$ cat src/rtl/gb_host_seq_if.sv
// Command/response stream plus single-beat ghostbus port of the host sequencer.
// master = the sequencer; slave = host command source together with the bus responder.
interface gb_host_seq_if #(
  parameter int AW   = 24,
  parameter int DW   = 32,
  parameter int TO_W = 16
);
  logic            cmd_valid;
  logic            cmd_ready;
  logic [1:0]      cmd_op;
  logic [AW-1:0]   cmd_addr;
  logic [DW-1:0]   cmd_data;
  logic [DW-1:0]   cmd_mask;
  logic [TO_W-1:0] cmd_timeout;

  logic            rsp_valid;
  logic            rsp_ready;
  logic [DW-1:0]   rsp_data;
  logic [1:0]      rsp_status;

  logic [AW-1:0]   gb_addr;
  logic [DW-1:0]   gb_wdata;
  logic            gb_wen;
  logic            gb_rstb;
  logic [DW-1:0]   gb_rdata;

  modport master (
    input  cmd_valid, cmd_op, cmd_addr, cmd_data, cmd_mask, cmd_timeout,
    input  rsp_ready, gb_rdata,
    output cmd_ready, rsp_valid, rsp_data, rsp_status,
    output gb_addr, gb_wdata, gb_wen, gb_rstb
  );

  modport slave (
    output cmd_valid, cmd_op, cmd_addr, cmd_data, cmd_mask, cmd_timeout,
    output rsp_ready, gb_rdata,
    input  cmd_ready, rsp_valid, rsp_data, rsp_status,
    input  gb_addr, gb_wdata, gb_wen, gb_rstb
  );
endinterface

$ cat src/rtl/gb_host_seq.sv
// Ghostbus initiator: one command in, single-beat write/read/poll/rmw on the bus, one response out.
// Strobes and handshakes decode from the state register, so an async reset drops them at once.
module gb_host_seq #(
  parameter int AW         = 24,
  parameter int DW         = 32,
  parameter int RD_LATENCY = 1,
  parameter int TO_W       = 16
) (
  input  logic         gb_clk,
  input  logic         gb_rst,
  gb_host_seq_if.master bus,
  output logic         busy
);

  localparam int LW = $clog2(RD_LATENCY + 1);
  localparam logic [LW-1:0] LAT_INIT = LW'(RD_LATENCY);

  localparam logic [1:0] OP_WRITE = 2'b00;
  localparam logic [1:0] OP_READ  = 2'b01;
  localparam logic [1:0] OP_POLL  = 2'b10;
  localparam logic [1:0] OP_RMW   = 2'b11;

  localparam logic [1:0] ST_OK      = 2'b00;
  localparam logic [1:0] ST_TIMEOUT = 2'b01;

  typedef enum logic [2:0] {
    IDLE, WRITE, RD_ISSUE, RD_WAIT, EVAL, RMW_WR, RESP
  } state_t;

  state_t state, state_d;

  logic [1:0]      op_q;
  logic [DW-1:0]   data_q;
  logic [DW-1:0]   mask_q;
  logic [TO_W-1:0] to_q;
  logic [TO_W-1:0] attempts;
  logic [LW-1:0]   lat_cnt;
  logic [DW-1:0]   rd_q;
  logic [DW-1:0]   wr_q;
  logic            poll_hit;
  logic            poll_out;
  logic            lat_done;

  assign wr_q     = (rd_q & ~mask_q) | (data_q & mask_q);
  assign poll_hit = ((rd_q ^ data_q) & mask_q) == '0;
  assign poll_out = (attempts == to_q);
  assign lat_done = (lat_cnt == LW'(1));

  always_ff @(posedge gb_clk or posedge gb_rst) begin
    if (gb_rst) state <= IDLE;
    else        state <= state_d;
  end

  always_comb begin
    state_d       = state;
    bus.cmd_ready = 1'b0;
    bus.rsp_valid = 1'b0;
    bus.gb_wen    = 1'b0;
    bus.gb_rstb   = 1'b0;
    busy          = 1'b1;
    case (state)
      IDLE: begin
        bus.cmd_ready = 1'b1;
        busy          = 1'b0;
        if (bus.cmd_valid)
          state_d = (bus.cmd_op == OP_WRITE) ? WRITE : RD_ISSUE;
      end
      WRITE: begin
        bus.gb_wen = 1'b1;
        state_d    = RESP;
      end
      RD_ISSUE: begin
        bus.gb_rstb = 1'b1;
        state_d     = RD_WAIT;
      end
      RD_WAIT: begin
        if (lat_done) state_d = EVAL;
      end
      EVAL: begin
        case (op_q)
          OP_POLL: state_d = (poll_hit || poll_out) ? RESP : RD_ISSUE;
          OP_RMW:  state_d = RMW_WR;
          default: state_d = RESP;
        endcase
      end
      RMW_WR: begin
        bus.gb_wen = 1'b1;
        state_d    = RESP;
      end
      RESP: begin
        bus.rsp_valid = 1'b1;
        if (bus.rsp_ready) state_d = IDLE;
      end
      default: state_d = IDLE;
    endcase
  end

  // Response fields are settled before RESP is entered and left alone while in RESP.
  always_ff @(posedge gb_clk or posedge gb_rst) begin
    if (gb_rst) begin
      op_q           <= OP_WRITE;
      data_q         <= '0;
      mask_q         <= '0;
      to_q           <= '0;
      attempts       <= '0;
      lat_cnt        <= '0;
      rd_q           <= '0;
      bus.gb_addr    <= '0;
      bus.gb_wdata   <= '0;
      bus.rsp_data   <= '0;
      bus.rsp_status <= ST_OK;
    end else begin
      case (state)
        IDLE: begin
          if (bus.cmd_valid) begin
            op_q        <= bus.cmd_op;
            data_q      <= bus.cmd_data;
            mask_q      <= bus.cmd_mask;
            to_q        <= bus.cmd_timeout;
            attempts    <= '0;
            bus.gb_addr <= bus.cmd_addr;
            if (bus.cmd_op == OP_WRITE) bus.gb_wdata <= bus.cmd_data;
          end
        end
        WRITE: begin
          bus.rsp_data   <= data_q;
          bus.rsp_status <= ST_OK;
        end
        RD_ISSUE: lat_cnt <= LAT_INIT;
        RD_WAIT: begin
          // Responder decodes gb_addr combinationally, so gb_addr is untouched here.
          if (lat_done) rd_q    <= bus.gb_rdata;
          else          lat_cnt <= lat_cnt - LW'(1);
        end
        EVAL: begin
          case (op_q)
            OP_READ: begin
              bus.rsp_data   <= rd_q;
              bus.rsp_status <= ST_OK;
            end
            OP_POLL: begin
              if (poll_hit) begin
                bus.rsp_data   <= rd_q;
                bus.rsp_status <= ST_OK;
              end else if (poll_out) begin
                bus.rsp_data   <= rd_q;
                bus.rsp_status <= ST_TIMEOUT;
              end else begin
                attempts <= attempts + TO_W'(1);
              end
            end
            OP_RMW:  bus.gb_wdata <= wr_q;
            default: ;
          endcase
        end
        RMW_WR: begin
          bus.rsp_data   <= bus.gb_wdata;
          bus.rsp_status <= ST_OK;
        end
        default: ;
      endcase
    end
  end

endmodule

$ cat src/flat_wrapper.sv
// flat-port wrapper written by rule: the top's interface ports become plain ports
module gb_host_seq_flat 
#(
  parameter int AW         = 24,
  parameter int DW         = 32,
  parameter int RD_LATENCY = 1,
  parameter int TO_W       = 16
)
  (gb_clk, gb_rst, busy, bus_cmd_valid, bus_cmd_op, bus_cmd_addr, bus_cmd_data, bus_cmd_mask, bus_cmd_timeout, bus_rsp_ready, bus_gb_rdata, bus_cmd_ready, bus_rsp_valid, bus_rsp_data, bus_rsp_status, bus_gb_addr, bus_gb_wdata, bus_gb_wen, bus_gb_rstb);
  gb_host_seq_if #(.AW(AW), .DW(DW), .TO_W(TO_W)) bus_i ();
  input  logic gb_clk;
  input  logic gb_rst;
  output logic busy;
  input wire logic [$bits(bus_i.cmd_valid)-1:0] bus_cmd_valid;
  input wire logic [$bits(bus_i.cmd_op)-1:0] bus_cmd_op;
  input wire logic [$bits(bus_i.cmd_addr)-1:0] bus_cmd_addr;
  input wire logic [$bits(bus_i.cmd_data)-1:0] bus_cmd_data;
  input wire logic [$bits(bus_i.cmd_mask)-1:0] bus_cmd_mask;
  input wire logic [$bits(bus_i.cmd_timeout)-1:0] bus_cmd_timeout;
  input wire logic [$bits(bus_i.rsp_ready)-1:0] bus_rsp_ready;
  input wire logic [$bits(bus_i.gb_rdata)-1:0] bus_gb_rdata;
  output wire logic [$bits(bus_i.cmd_ready)-1:0] bus_cmd_ready;
  output wire logic [$bits(bus_i.rsp_valid)-1:0] bus_rsp_valid;
  output wire logic [$bits(bus_i.rsp_data)-1:0] bus_rsp_data;
  output wire logic [$bits(bus_i.rsp_status)-1:0] bus_rsp_status;
  output wire logic [$bits(bus_i.gb_addr)-1:0] bus_gb_addr;
  output wire logic [$bits(bus_i.gb_wdata)-1:0] bus_gb_wdata;
  output wire logic [$bits(bus_i.gb_wen)-1:0] bus_gb_wen;
  output wire logic [$bits(bus_i.gb_rstb)-1:0] bus_gb_rstb;
  assign bus_i.cmd_valid = bus_cmd_valid;
  assign bus_i.cmd_op = bus_cmd_op;
  assign bus_i.cmd_addr = bus_cmd_addr;
  assign bus_i.cmd_data = bus_cmd_data;
  assign bus_i.cmd_mask = bus_cmd_mask;
  assign bus_i.cmd_timeout = bus_cmd_timeout;
  assign bus_i.rsp_ready = bus_rsp_ready;
  assign bus_i.gb_rdata = bus_gb_rdata;
  assign bus_cmd_ready = bus_i.cmd_ready;
  assign bus_rsp_valid = bus_i.rsp_valid;
  assign bus_rsp_data = bus_i.rsp_data;
  assign bus_rsp_status = bus_i.rsp_status;
  assign bus_gb_addr = bus_i.gb_addr;
  assign bus_gb_wdata = bus_i.gb_wdata;
  assign bus_gb_wen = bus_i.gb_wen;
  assign bus_gb_rstb = bus_i.gb_rstb;
  gb_host_seq #(.AW(AW), .DW(DW), .RD_LATENCY(RD_LATENCY), .TO_W(TO_W)) u_core (.gb_clk(gb_clk), .gb_rst(gb_rst), .bus(bus_i), .busy(busy));
endmodule
$ cat config.mk
export PLATFORM = sky130hd
export DESIGN_NAME = gb_host_seq_flat
export DESIGN_NICKNAME = d
export VERILOG_FILES = /design/src/rtl/gb_host_seq_if.sv /design/src/rtl/gb_host_seq.sv /design/src/flat_wrapper.sv
export SDC_FILE = /design/constraint.sdc
export NUM_CORES = 1
export LEC_CHECK = 0
export BUFFER_PORTS_ARGS = -buffer_cell sky130_fd_sc_hd__buf_2
export CORE_AREA = 2 2 150 152
export DETAILED_ROUTE_END_ITERATION = 10
export DIE_AREA = 0 0 152 154
export HOLD_SLACK_MARGIN = 0.05
export PLACE_DENSITY = 0.73
export REMOVE_ABC_BUFFERS = 1
export SYNTH_ARGS = -nofsm -noshare
export SYNTH_HDL_FRONTEND = slang
export SYNTH_SLANG_ARGS = --single-unit
$ cat constraint.sdc
create_clock -name gb_clk -period 18.04 [get_ports gb_clk]
set_input_delay 0.902 -clock gb_clk [delete_from_list [all_inputs] [get_ports gb_clk]]
set_output_delay 0.902 -clock gb_clk [all_outputs]
set_load 0.01 [all_outputs]
==> summary.txt <==
Timing
  • Slew margin rel.: between 20% and 30%
  • Fin crit share: 18.8%
  • Setup_tns: 0 ns
  • Setup Viol. Count Final: 0
  • RSZ-0062 raised after global routing: false
  • Fin. max-slew vios: 0
  • Worst Skew: 0.0117 ns
  • Worst Tran Pin Value: 1.09 ns
  • Max Freq: just under 300 MHz
  • Clock period minus worst slack: between 3 and 4 ns
  • Final Hold Vio Count: 0

CTS
  • H-Tree Level Count: 1
  • Hold-fix buffer count after cts: 0
  • Post_cts resized: 0
  • Root buffer cell: clkbuf_16
  • Post-CTS setup buffer count: 0
  • Skew-Pair Late Insertion Delay: slightly above 0.5 ns
  • Clock transition at path regs: 0.06 ns
  • CTS tree: built
  • Clock tree sinks: 223
  • Clock buffer depth: 3
  • CTS Buf Count: 24

Floorplanning
  • Die area: 23400 um2
  • Core Rows: 54
  • IO Count: 237
  • Core area: 21700 um2
  • Die Y-Extent: 154 um
  • DIE WIDTH: 152 um
  • Starting density of the core: between 40% and 50%

Yosys
  • Mapped Cells: ~1100
  • Synthesis-stage register bit count: 223
  • Seq/Total Area, Yosys: 52.2%
  • Synth Cell Area: 10700 um2
  • Synth Warn #: 0
  • Syn_area_per_cell: 9.60 um2
  • Distinct cells, synth: 42

Worst setup path
  • Worst Path Arrival: 3.77 ns
  • Worst setup SP type: flip-flop
  • CP Capture Type: flip-flop
  • Worst-path fanout max: 23
  • Setup CP Type: reg2reg
  • Worst path slowest cell: nor4_4
  • Cells along the critical path: xor2_1 > a22oi_1 > nand4_1 > nor4_4 > o21ai_4 > buf_4 > mux2_4
  • CP peak stage delay: 0.99 ns
  • Crit Reg-Reg Startpoint: u_core.rd_q[22]
  • Crit path required time: 18.43 ns
  • CP startpoint: u_core.rd_q[22]

GRT
  • M2 GR Usage: 37.9%
  • Gr usage total: 23.0%
  • M3 GR Usage: 4.06%
  • Initial antenna violation count: 4
  • Pin count of the biggest net entering global routing: 104
  • Vias in the first global route: approximately 8400
  • Busiest layer in global routing: met2
  • Grt total ovfl: 0
  • First-pass GRT wire length: 43.8 mm
  • Routing usage on met1: 31.1%

Final layout
  • Most frequent cells in the layout: nand2_1 (431), buf_2 (235), dfrtp_1 (222)
  • Layout cells sized above 1: 26.3%
  • Fin nets: 1464
  • Area delta synth->final: 19.6%
  • Fin util: 59.0%
  • Fillers: ~1900
  • Leading cell type in the layout, fill and taps excluded: nand2_1

Pwr
  • Peak supply drop: 0.000110 V
  • Pwr/cell area: 177 nW/um2
  • Leakage power: 6.65 nW
  • Total Power: 0.00227 W

Placed design
  • HPWL Detailed: 17.7 mm
  • GP Congestion: 0.810
  • # port buffers: around 240

Run
  • Max Cap Violations: 0

Routing
  • Total iterations of the first detailed-routing run: 4
  • Residual DRC: 0
  • Vias: 8495
  • Final WL: between 20 and 30 mm
  • DR WL/cell: between 15 and 20 um
  • Initial DRC count: 509
  • Via density: 5.25
  • ANT nets after route: 0

Min path
  • Hold Path Class: reg2reg
  • Hold path start: u_core.bus.gb_addr[7]

Run status
  • Status: complete, no violations
## power breakdown
part           switching [W]  internal, W  leakage [nW]
registers           0.000203     0.000719          2.80
logic               0.000477     0.000409          3.48
clock network       0.000192     0.000269         0.365
## through the flow
step | setup slack, ns | cell area (um2) | cells | hold WS, ns
final | 14.66 | 12800 | 1619 | 0.465
after detailed placement | 14.64 | 12000 | 1575 | 0.456
after floorplan | 11.03 | 10400 | 1051 | 0.446
after global placement | 14.70 | 12000 | 1575 | 0.453
after CTS | 14.63 | 12800 | 1616 | 0.471
after global routing | 14.41 | 12800 | 1617 | 0.501
## critical path: cells and delay by family (launching register included)
family | cells | cell delay [ns]
AO/OA/AOI/OAI | 2 | 0.65
XOR/XNOR | 1 | 0.17
buffers and inverters | 1 | 0.39
flip-flops | 1 | 0.42
multiplexers | 1 | 0.34
AND/OR/NAND/NOR | 2 | 1.28
## cell type report
| cell class | instances | area [um2] | share of cell area (%) |
|---|---|---|---|
| Antenna cell | 3 | 7.51 | 0.0587 |
| Clock buffer | 36 | 707 | 5.53 |
| Clock inverter | 5 | 25.0 | 0.196 |
| Inverter | 4 | 22.5 | 0.176 |
| Multi-Input combinational cell | 824 | 4850 | 37.9 |
| Sequential cell | 223 | 5580 | 43.6 |
| Tap cell | 280 | 350 | 2.74 |
| Timing Repair Buffer | 244 | 1240 | 9.73 |
## cell usage after synthesis
master,n,area share [%]
o22ai_1,1,0.059
clkbuf_1,34,1.2
a22oi_1,16,1.1
mux2_2,33,3.5
inv_1,4,0.14
and4_1,3,0.25
buf_1,7,0.25
conb_1,1,0.035
buf_6,3,0.32
dfrtp_1,223,52
nand2_1,432,15
mux2_4,30,4.2
nand3_2,1,0.094
buf_4,3,0.21
nor3b_1,2,0.14
nand2b_1,6,0.35
buf_2,15,0.70
a31oi_1,1,0.059
ha_1,1,0.12
nor4_1,4,0.23
nor4_4,1,0.20
o21bai_1,1,0.070
and3_1,5,0.29
mux2_1,1,0.11
nor3_1,11,0.51
a21oi_1,8,0.37
o21ai_2,1,0.082
mux2i_1,73,6.8
nand3_1,8,0.37
o31ai_1,5,0.35
or3_1,1,0.059
nor2b_1,2,0.12
a2111oi_0,1,0.082
xor2_1,48,3.9
xnor2_1,1,0.082
nand4_1,9,0.53
nor2_1,5,0.18
or4_1,6,0.42
o21ai_0,100,4.7
o211ai_1,2,0.14
clkbuf_2,1,0.047
and2_1,4,0.23
## metal layers
layer | wire length, um | vias up
met5 | 7 | -
met4 | 658 | 2
met3 | 1560 | 49
met2 | 12800 | 260
met1 | 12200 | 4060
li1 | - | 4124
## sequential cells by signal, indices dropped and copies added (netlist names), 16 cells and up
| register | count |
|---|---|
| u_core.attempts | 16 |
| u_core.bus.gb_addr | 24 |
| u_core.bus.gb_wdata | 32 |
| u_core.bus.rsp_data | 32 |
| u_core.data_q | 32 |
| u_core.mask_q | 32 |
| u_core.rd_q | 32 |
| u_core.to_q | 16 |
## worst paths after layout
path	to	slack, ns	depth (start not counted)
min in group asynchronous	u_core.state[1]	0.54	2
max in group asynchronous	u_core.data_q[26]	15.55	4
hold reg to reg	u_core.bus.gb_addr[7]	0.47	2
hold / removal	u_core.bus.gb_addr[7]	0.47	2
setup / recovery	u_core.bus.rsp_data[4]	14.66	7
setup reg to reg	u_core.bus.rsp_data[4]	14.66	7
## logic make-up (layout without fill, tap and decap cells)
logic type | after synthesis | count (layout) | share of synthesized area, %
AO/OA/AOI/OAI | 136 | 136 | 7.02
XOR/XNOR | 49 | 49 | 4.01
adder cells (fa/ha/maj) | 1 | 1 | 0.117
buffers and inverters | 67 | 289 | 2.86
flip-flops | 223 | 223 | 52.2
multiplexers | 137 | 137 | 14.6
other | 1 | 4 | 0.0351
AND/OR/NAND/NOR | 500 | 500 | 19.1
No activity file was read; power rests on OpenSTA's default activity.
